File: src/rtl/axi4lite_pkg.sv
// Shared AXI4-Lite definitions: response codes and the default protection attribute.
package axi4lite_pkg;

  typedef enum logic [1:0] {
    OKAY   = 2'b00,
    EXOKAY = 2'b01,
    SLVERR = 2'b10,
    DECERR = 2'b11
  } axi_resp_e;

  localparam logic [2:0] AXI_PROT_DEFAULT = 3'b000;

endpackage

File: src/rtl/axi4lite_master.sv
// Single-outstanding AXI4-Lite master: one command in, one response out, min 3 cycles cmd->rsp.
// Backpressure: CMD_READY is low until the previous response is consumed; all AXI outputs are registered.
module axi4lite_master
  import axi4lite_pkg::*;
#(
  parameter int ADDR_W = 32,
  parameter int DATA_W = 32,
  localparam int STRB_W = DATA_W / 8
) (
  input  logic              A_CLK,
  input  logic              A_RSTn,
  input  logic              CMD_VALID,
  output logic              CMD_READY,
  input  logic              CMD_WRITE,
  input  logic [ADDR_W-1:0] CMD_ADDR,
  input  logic [DATA_W-1:0] CMD_WDATA,
  input  logic [STRB_W-1:0] CMD_WSTRB,
  output logic              RSP_VALID,
  input  logic              RSP_READY,
  output logic              RSP_WRITE,
  output logic [DATA_W-1:0] RSP_RDATA,
  output logic [1:0]        RSP_RESP,
  output logic              AW_VALID,
  input  logic              AW_READY,
  output logic [ADDR_W-1:0] AW_ADDR,
  output logic [2:0]        AW_PROT,
  output logic              W_VALID,
  input  logic              W_READY,
  output logic [DATA_W-1:0] W_DATA,
  output logic [STRB_W-1:0] W_STRB,
  input  logic              B_VALID,
  output logic              B_READY,
  input  logic [1:0]        B_RESP,
  output logic              AR_VALID,
  input  logic              AR_READY,
  output logic [ADDR_W-1:0] AR_ADDR,
  output logic [2:0]        AR_PROT,
  input  logic              R_VALID,
  output logic              R_READY,
  input  logic [DATA_W-1:0] R_DATA,
  input  logic [1:0]        R_RESP
);

  typedef enum logic [2:0] {
    S_IDLE,
    S_WR_REQ,
    S_WR_RESP,
    S_RD_REQ,
    S_RD_DATA
  } state_e;

  state_e            state_q;
  logic              cmd_rdy_q;
  logic              aw_vld_q, w_vld_q, ar_vld_q, b_rdy_q, r_rdy_q;
  logic              aw_done_q, w_done_q;
  logic [ADDR_W-1:0] aw_addr_q, ar_addr_q;
  logic [DATA_W-1:0] w_data_q;
  logic [STRB_W-1:0] w_strb_q;
  logic              rsp_vld_q, rsp_write_q;
  logic [DATA_W-1:0] rsp_rdata_q;
  axi_resp_e         rsp_resp_q;

  logic aw_hs, w_hs;
  assign aw_hs = aw_vld_q && AW_READY;
  assign w_hs  = w_vld_q && W_READY;

  always_ff @(posedge A_CLK) begin
    if (!A_RSTn) begin
      state_q     <= S_IDLE;
      cmd_rdy_q   <= 1'b0;
      aw_vld_q    <= 1'b0;
      w_vld_q     <= 1'b0;
      ar_vld_q    <= 1'b0;
      b_rdy_q     <= 1'b0;
      r_rdy_q     <= 1'b0;
      aw_done_q   <= 1'b0;
      w_done_q    <= 1'b0;
      aw_addr_q   <= '0;
      ar_addr_q   <= '0;
      w_data_q    <= '0;
      w_strb_q    <= '0;
      rsp_vld_q   <= 1'b0;
      rsp_write_q <= 1'b0;
      rsp_rdata_q <= '0;
      rsp_resp_q  <= OKAY;
    end else begin
      case (state_q)
        S_IDLE: begin
          // CMD_READY is registered so it is also 0 on the first cycle out of reset.
          if (rsp_vld_q && RSP_READY) begin
            rsp_vld_q <= 1'b0;
            cmd_rdy_q <= 1'b1;
          end else if (cmd_rdy_q && CMD_VALID) begin
            cmd_rdy_q <= 1'b0;
            if (CMD_WRITE) begin
              aw_addr_q <= CMD_ADDR;
              w_data_q  <= CMD_WDATA;
              w_strb_q  <= CMD_WSTRB;
              aw_vld_q  <= 1'b1;
              w_vld_q   <= 1'b1;
              aw_done_q <= 1'b0;
              w_done_q  <= 1'b0;
              state_q   <= S_WR_REQ;
            end else begin
              ar_addr_q <= CMD_ADDR;
              ar_vld_q  <= 1'b1;
              state_q   <= S_RD_REQ;
            end
          end else if (!rsp_vld_q) begin
            cmd_rdy_q <= 1'b1;
          end
        end
        S_WR_REQ: begin
          if (aw_hs) begin
            aw_vld_q  <= 1'b0;
            aw_done_q <= 1'b1;
          end
          if (w_hs) begin
            w_vld_q  <= 1'b0;
            w_done_q <= 1'b1;
          end
          if ((aw_done_q || aw_hs) && (w_done_q || w_hs)) begin
            b_rdy_q <= 1'b1;
            state_q <= S_WR_RESP;
          end
        end
        S_WR_RESP: begin
          if (B_VALID) begin
            b_rdy_q     <= 1'b0;
            rsp_vld_q   <= 1'b1;
            rsp_write_q <= 1'b1;
            rsp_rdata_q <= '0;
            rsp_resp_q  <= axi_resp_e'(B_RESP);
            state_q     <= S_IDLE;
          end
        end
        S_RD_REQ: begin
          if (AR_READY) begin
            ar_vld_q <= 1'b0;
            r_rdy_q  <= 1'b1;
            state_q  <= S_RD_DATA;
          end
        end
        S_RD_DATA: begin
          if (R_VALID) begin
            r_rdy_q     <= 1'b0;
            rsp_vld_q   <= 1'b1;
            rsp_write_q <= 1'b0;
            rsp_rdata_q <= R_DATA;
            rsp_resp_q  <= axi_resp_e'(R_RESP);
            state_q     <= S_IDLE;
          end
        end
        default: state_q <= S_IDLE;
      endcase
    end
  end

  assign CMD_READY = cmd_rdy_q;
  assign RSP_VALID = rsp_vld_q;
  assign RSP_WRITE = rsp_write_q;
  assign RSP_RDATA = rsp_rdata_q;
  assign RSP_RESP  = rsp_resp_q;
  assign AW_VALID  = aw_vld_q;
  assign AW_ADDR   = aw_addr_q;
  assign AW_PROT   = AXI_PROT_DEFAULT;
  assign W_VALID   = w_vld_q;
  assign W_DATA    = w_data_q;
  assign W_STRB    = w_strb_q;
  assign B_READY   = b_rdy_q;
  assign AR_VALID  = ar_vld_q;
  assign AR_ADDR   = ar_addr_q;
  assign AR_PROT   = AXI_PROT_DEFAULT;
  assign R_READY   = r_rdy_q;

endmodule

File: config.mk
export PLATFORM = sky130hd
export DESIGN_NAME = axi4lite_master
export DESIGN_NICKNAME = d
export VERILOG_FILES = /design/src/rtl/axi4lite_pkg.sv /design/src/rtl/axi4lite_master.sv
export SDC_FILE = /design/constraint.sdc
export NUM_CORES = 1
export LEC_CHECK = 0
export CAP_MARGIN = 20
export CORE_AREA = 2 2 162 124
export DETAILED_ROUTE_END_ITERATION = 12
export DIE_AREA = 0 0 164 126
export GPL_TIMING_DRIVEN = 0
export SLEW_MARGIN = 15
export SYNTH_ARGS = -nofsm -noshare
export SYNTH_HDL_FRONTEND = slang
export SYNTH_SLANG_ARGS = --single-unit
File: constraint.sdc
create_clock -name A_CLK -period 3.8 [get_ports A_CLK]
set_input_delay 0.57 -clock A_CLK [delete_from_list [all_inputs] [get_ports A_CLK]]
set_output_delay 0.57 -clock A_CLK [all_outputs]
set_load 0.01 [all_outputs]
; Yosys cells after proc, flatten, opt, wreduce, memory -nomap -nowiden
; Cells that the tools add are included.
[word_totals]
input_bits = 114
ff_bits = 147
[classes]
n_eq_ne = 16
n_bitwise = 2
mux = 47
reduce_logical = 25
[ops]
columns = cell, count
row1 = two-way mux 32 bit, 2
row2 = one-hot mux 32 bit (2 select lines), 1
row3 = two-way mux 1 bit, 24
row4 = "!= test 2 bit, second input constant", 11
row5 = two-way mux 3 bit, 6
row6 = one-hot mux 1 bit (2 select lines), 8
row7 = one-hot mux 3 bit (5 select lines), 1
row8 = AND reduction 5 bit, 3
row9 = AND reduction 4 bit, 3
row10 = nonzero test 2 bit, 5
row11 = AND reduction 3 bit, 3
row12 = "== test 3 x 2 -> 1 bit, second input constant", 2
row13 = two-way mux 2 bit, 3
row14 = AND reduction 6 bit, 1
row15 = logical AND 1 bit, 5
row16 = one-hot mux 2 bit (2 select lines), 1
row17 = "== test 3 x 1 -> 1 bit, second input constant", 1
row18 = "== test 3 bit, second input constant", 1
row19 = zero test 3 bit, 1
row20 = "!= test 3 x 1 -> 1 bit, second input constant", 1
row21 = one-hot mux 1 bit (3 select lines), 1
row22 = nonzero test 3 bit, 1
row23 = logical OR 1 bit, 2
row24 = NOT 1 bit, 2
row25 = AND reduction 2 bit, 1

; Logic depth before layout (Yosys ltp)
[logic_depth]
ltp_word = 5
mapped_depth = 7
mapped_depth_nobuf = 4

; Least setup slack after synthesis
; No wires, ideal clock.
[synth_path]
path_kind = input -> register
start = input port CMD_VALID
end = register w_data_q[25] (netlist: W_DATA[25])
slack_ps = 2292
arrival_ps = 1381
path_buffers = 2
t_required_ps = 3672
stages = 6
setup_ps = 128
cell_sequence = and2_1 nand4_1 buf_6 buf_6 mux2i_1 nor2_1
[synth_between]
elab_chain_cells = 2
[synth_rtl]
columns = element, line_no
row1 = start: declaration, axi4lite_master.sv:12  ; input logic CMD_VALID,
row2 = logical AND 1 bit, axi4lite_master.sv:93  ; end else if (cmd_rdy_q && CMD_VALID) begin
row3 = AND reduction 4 bit (no line), --
row4 = end signal: assignment, axi4lite_master.sv:80  ; w_data_q <= '0;
row5 = end signal: assignment, axi4lite_master.sv:97  ; w_data_q <= CMD_WDATA;
row6 = end: declaration, axi4lite_master.sv:57  ; logic [DATA_W-1:0] w_data_q;
; No other way between the ends.
; A chain may end at the register's enable or synchronous reset.

; Worst setup path after layout
[layout_path]
start = input port A_RSTn
end = register w_strb_q[1] (netlist: W_STRB[1])
[layout_rtl]
columns = element, line_no
row1 = start: declaration, axi4lite_master.sv:11  ; input logic A_RSTn,
row2 = end signal: assignment, axi4lite_master.sv:81  ; w_strb_q <= '0;
row3 = end signal: assignment, axi4lite_master.sv:98  ; w_strb_q <= CMD_WSTRB;
row4 = end: declaration, axi4lite_master.sv:58  ; logic [STRB_W-1:0] w_strb_q;
; No word-level cell between the ends.

==> flow_metrics.py <==
metrics = {
    "worst_setup_path": {
        "r2r_start": "state_q[0]",
        "r2r-end": "AR_ADDR[26]",
        "ff2ff_path_depth": 5,
        "crit_top_cell": "clkbuf_1",
        "endpoint_kind": "flop",
        "critPathSlowestCell": "clkdlybuf4s50_1",
        "critPathKind": "primary input to flop",
        "startpoint_type": "primary input",
        "crit_chain": "clkdlybuf4s50_1, inv_2, clkbuf_1, clkbuf_1, nor2_1",
        "max_stage_delay_ps": 550,
        "cp.arrival_ps": 2480,
        "rrSetupSlack_ps": 2050,
        "required_ps": 4070,
        "critPathMaxFanout": 10,
    },
    "min_path": {
        "hold_path_end": "AR_ADDR[1]",
        "worstHoldStart": "AR_ADDR[1]",
        "hp-class": "flop to flop",
        "hold_path_depth": 2,
    },
    "placement": {
        "io_buffers": 255,
        "post-place-ws_ps": 1050,
        "place.gp.congestion": 0.781,
        "dpl.hpwl_um": 13200,
    },
    "cts": {
        "clk_pin_slew_worst_paths_ps": 60,
        "cts_tree": "done",
        "clock-sinks": 147,
        "cts_root_buffer": "clkbuf_16",
        "numCtsBuffers": 17,
        "cts_resized": 0,
        "cts_setup_buffers": 0,
        "clock_path_buffers": 2,
        "ctsHoldBuffers": 0,
        "htreeDepth": 4,
        "insertion_delay_ps": 410,
    },
    "synth": {
        "synth_async_sr_flop_share_pct": 0,
        "yosysWarnings": 0,
        "syn_area_sq_um": 5650,
        "synthCells": 568,
        "synth_area_per_cell_sq_um": 9.95,
        "synth-edff-count": 0,
        "synth.distinct_cells": 38,
        "ys_seq_area_share_pct": 52.1,
        "ys.flop_type": "dfxtp_1",
        "ys_seq_elements": 147,
    },
    "route": {
        "met2_length_um": 7630,
        "drc_errors": 0,
        "drtAntennaViolNets": 0,
        "via_per_inst": 4.44,
        "num_vias": 4942,
        "wl_um": 17700,
        "wl_met3_um": 1790,
        "wl_per_cell_um": 15.9,
        "first_iter_violations": 272,
        "wl_met1_um": 8220,
        "drt_first_pass_iters": 4,
        "top_layer": "met4",
    },
    "sta": {
        "maxSlewViolCount": 0,
        "setup_viol": 0,
        "tns_ps": 0,
        "relSlewSlack_pct": 59.4,
        "min_period_over_period_pct": 58.1,
        "skew_ps": 10.1,
        "tightest_slew_ps": 609,
        "fmax_mhz": 453,
        "setup_ws_ps": 1590,
        "min_period_ps": 2210,
        "finalHoldViolCount": 0,
        "rsz0062_at_grt": "no",
    },
    "power_and_ir_drop": {
        "p_leak_nw": 3.77,
        "powerDensity_nw_per_um2": 484,
        "p_total_mw": 4.42,
        "ir_drop_mv": 0.231,
    },
    "floorplan": {
        "io_pins": 262,
        "coreArea_sq_um": 19100,
        "dieArea_sq_um": 20700,
        "fp.dieW_um": 164,
        "die_h_um": 126,
        "rows": 44,
        "start_util_pct": 29.6,
    },
    "layout": {
        "final_cell_mix": "clkdlybuf4s50_1, dfxtp_1, nor2_1",
        "drive_above_1_share_pct": 11.3,
        "mostFrequentLayoutCell": "clkdlybuf4s50_1",
        "area_growth_syn_to_layout_pct": 61.7,
        "final_nets": 961,
        "num_antenna_cells": 0,
    },
    "global_routing": {
        "grt_pass1_vias": 4786,
        "grt-ovfl-total": 0,
        "grt.total_usage_pct": 16.9,
        "grt_max_degree": 17,
        "grt_pass1_wl_um": 26900,
        "antenna_found_initial": 0,
    },
    "job": {
        "maxCapViolations": 0,
    },
    "status": {
        "status": "completed",
    },
}
==> flip-flops by register name, summed over array words and instances, names as in the netlist, 2 cells and up <==
register,flops
AR_ADDR,32
AW_ADDR,32
RSP_RDATA,32
RSP_RESP,2
W_DATA,32
W_STRB,4
state_q,3
==> per-layer routing <==
metal,vias to the layer above,track usage (%)
met1,2279,22.7
met4,0,4.02
met2,192,25.3
li1,2464,-
met3,7,7.11
met5,-,0
==> cells in the mapped netlist (2+ instances only) <==
cell type  instances  area share, %
a21oi_1           43            3.8
buf_4              8            1.1
and2_1             3           0.33
nor3_1             2           0.18
a311oi_1           2           0.31
clkbuf_1          16            1.1
nor2b_1            2           0.22
a22oi_2           30            6.6
buf_8              6            1.6
dfxtp_1          147             52
inv_1              4           0.27
nand2_1           80            5.3
nor2_1           111            7.4
buf_6             14            2.8
a22oi_1            3           0.40
nand4_1            4           0.44
o21ai_0            3           0.27
nand3b_4           2           0.71
buf_2              2           0.18
mux2i_1           68             12
==> how the worst max path moves through the flow <==
stage | from | end | slack, ps
finish | A_RSTn | W_STRB[1] | 1590
global placement | A_RSTn | W_STRB[0] | 1060
detailed placement | A_RSTn | W_STRB[1] | 1050
floorplan | CMD_VALID | W_DATA[25] | 2290
CTS | A_RSTn | W_STRB[1] | 1470
global route | A_RSTn | W_STRB[1] | 1390
==> layout make-up <==
type                    instances  area (sq um)
clock buffers                  19           443
flip-flops and latches        147          2940
fillers                      1834          9970
inverters                       5          18.8
clock inverters                12           156
repair buffers                255          2550
multi-input cells             375          2330
plain buffers                  46           378
well taps                     253           317
==> kinds of logic after synthesis <==
group           after synthesis  synth area share [%]
simple gates                210                  15.7
flops                       147                  52.1
compound gates               91                  13.1
mux                          68                  12.0
buf+inv                      51                  7.02
other cells                   1                0.0664
==> critical path: cells and delay by family <==
kind | cells | cell delay, ps
simple gates | 1 | 120
buf+inv | 4 | 1780
==> report_power, final <==
part           internal [mW]  switching (mW)
sequential              1.65          0.0735
combinational          0.509           0.453
clock                   1.05           0.683
==> through the flow <==
stage,area (sq um),instances,hold WS [ps],utilization [%]
2_1_floorplan,5670,573,436,-
3_3_place_gp,8540,1081,442,44.7
3_5_place_dp,8540,1081,445,44.7
4_1_cts,9140,1112,454,47.8
5_1_grt,9140,1112,475,47.8
6_report,9140,1112,451,47.8
Note: power is estimated with default switching activity, not from simulation.
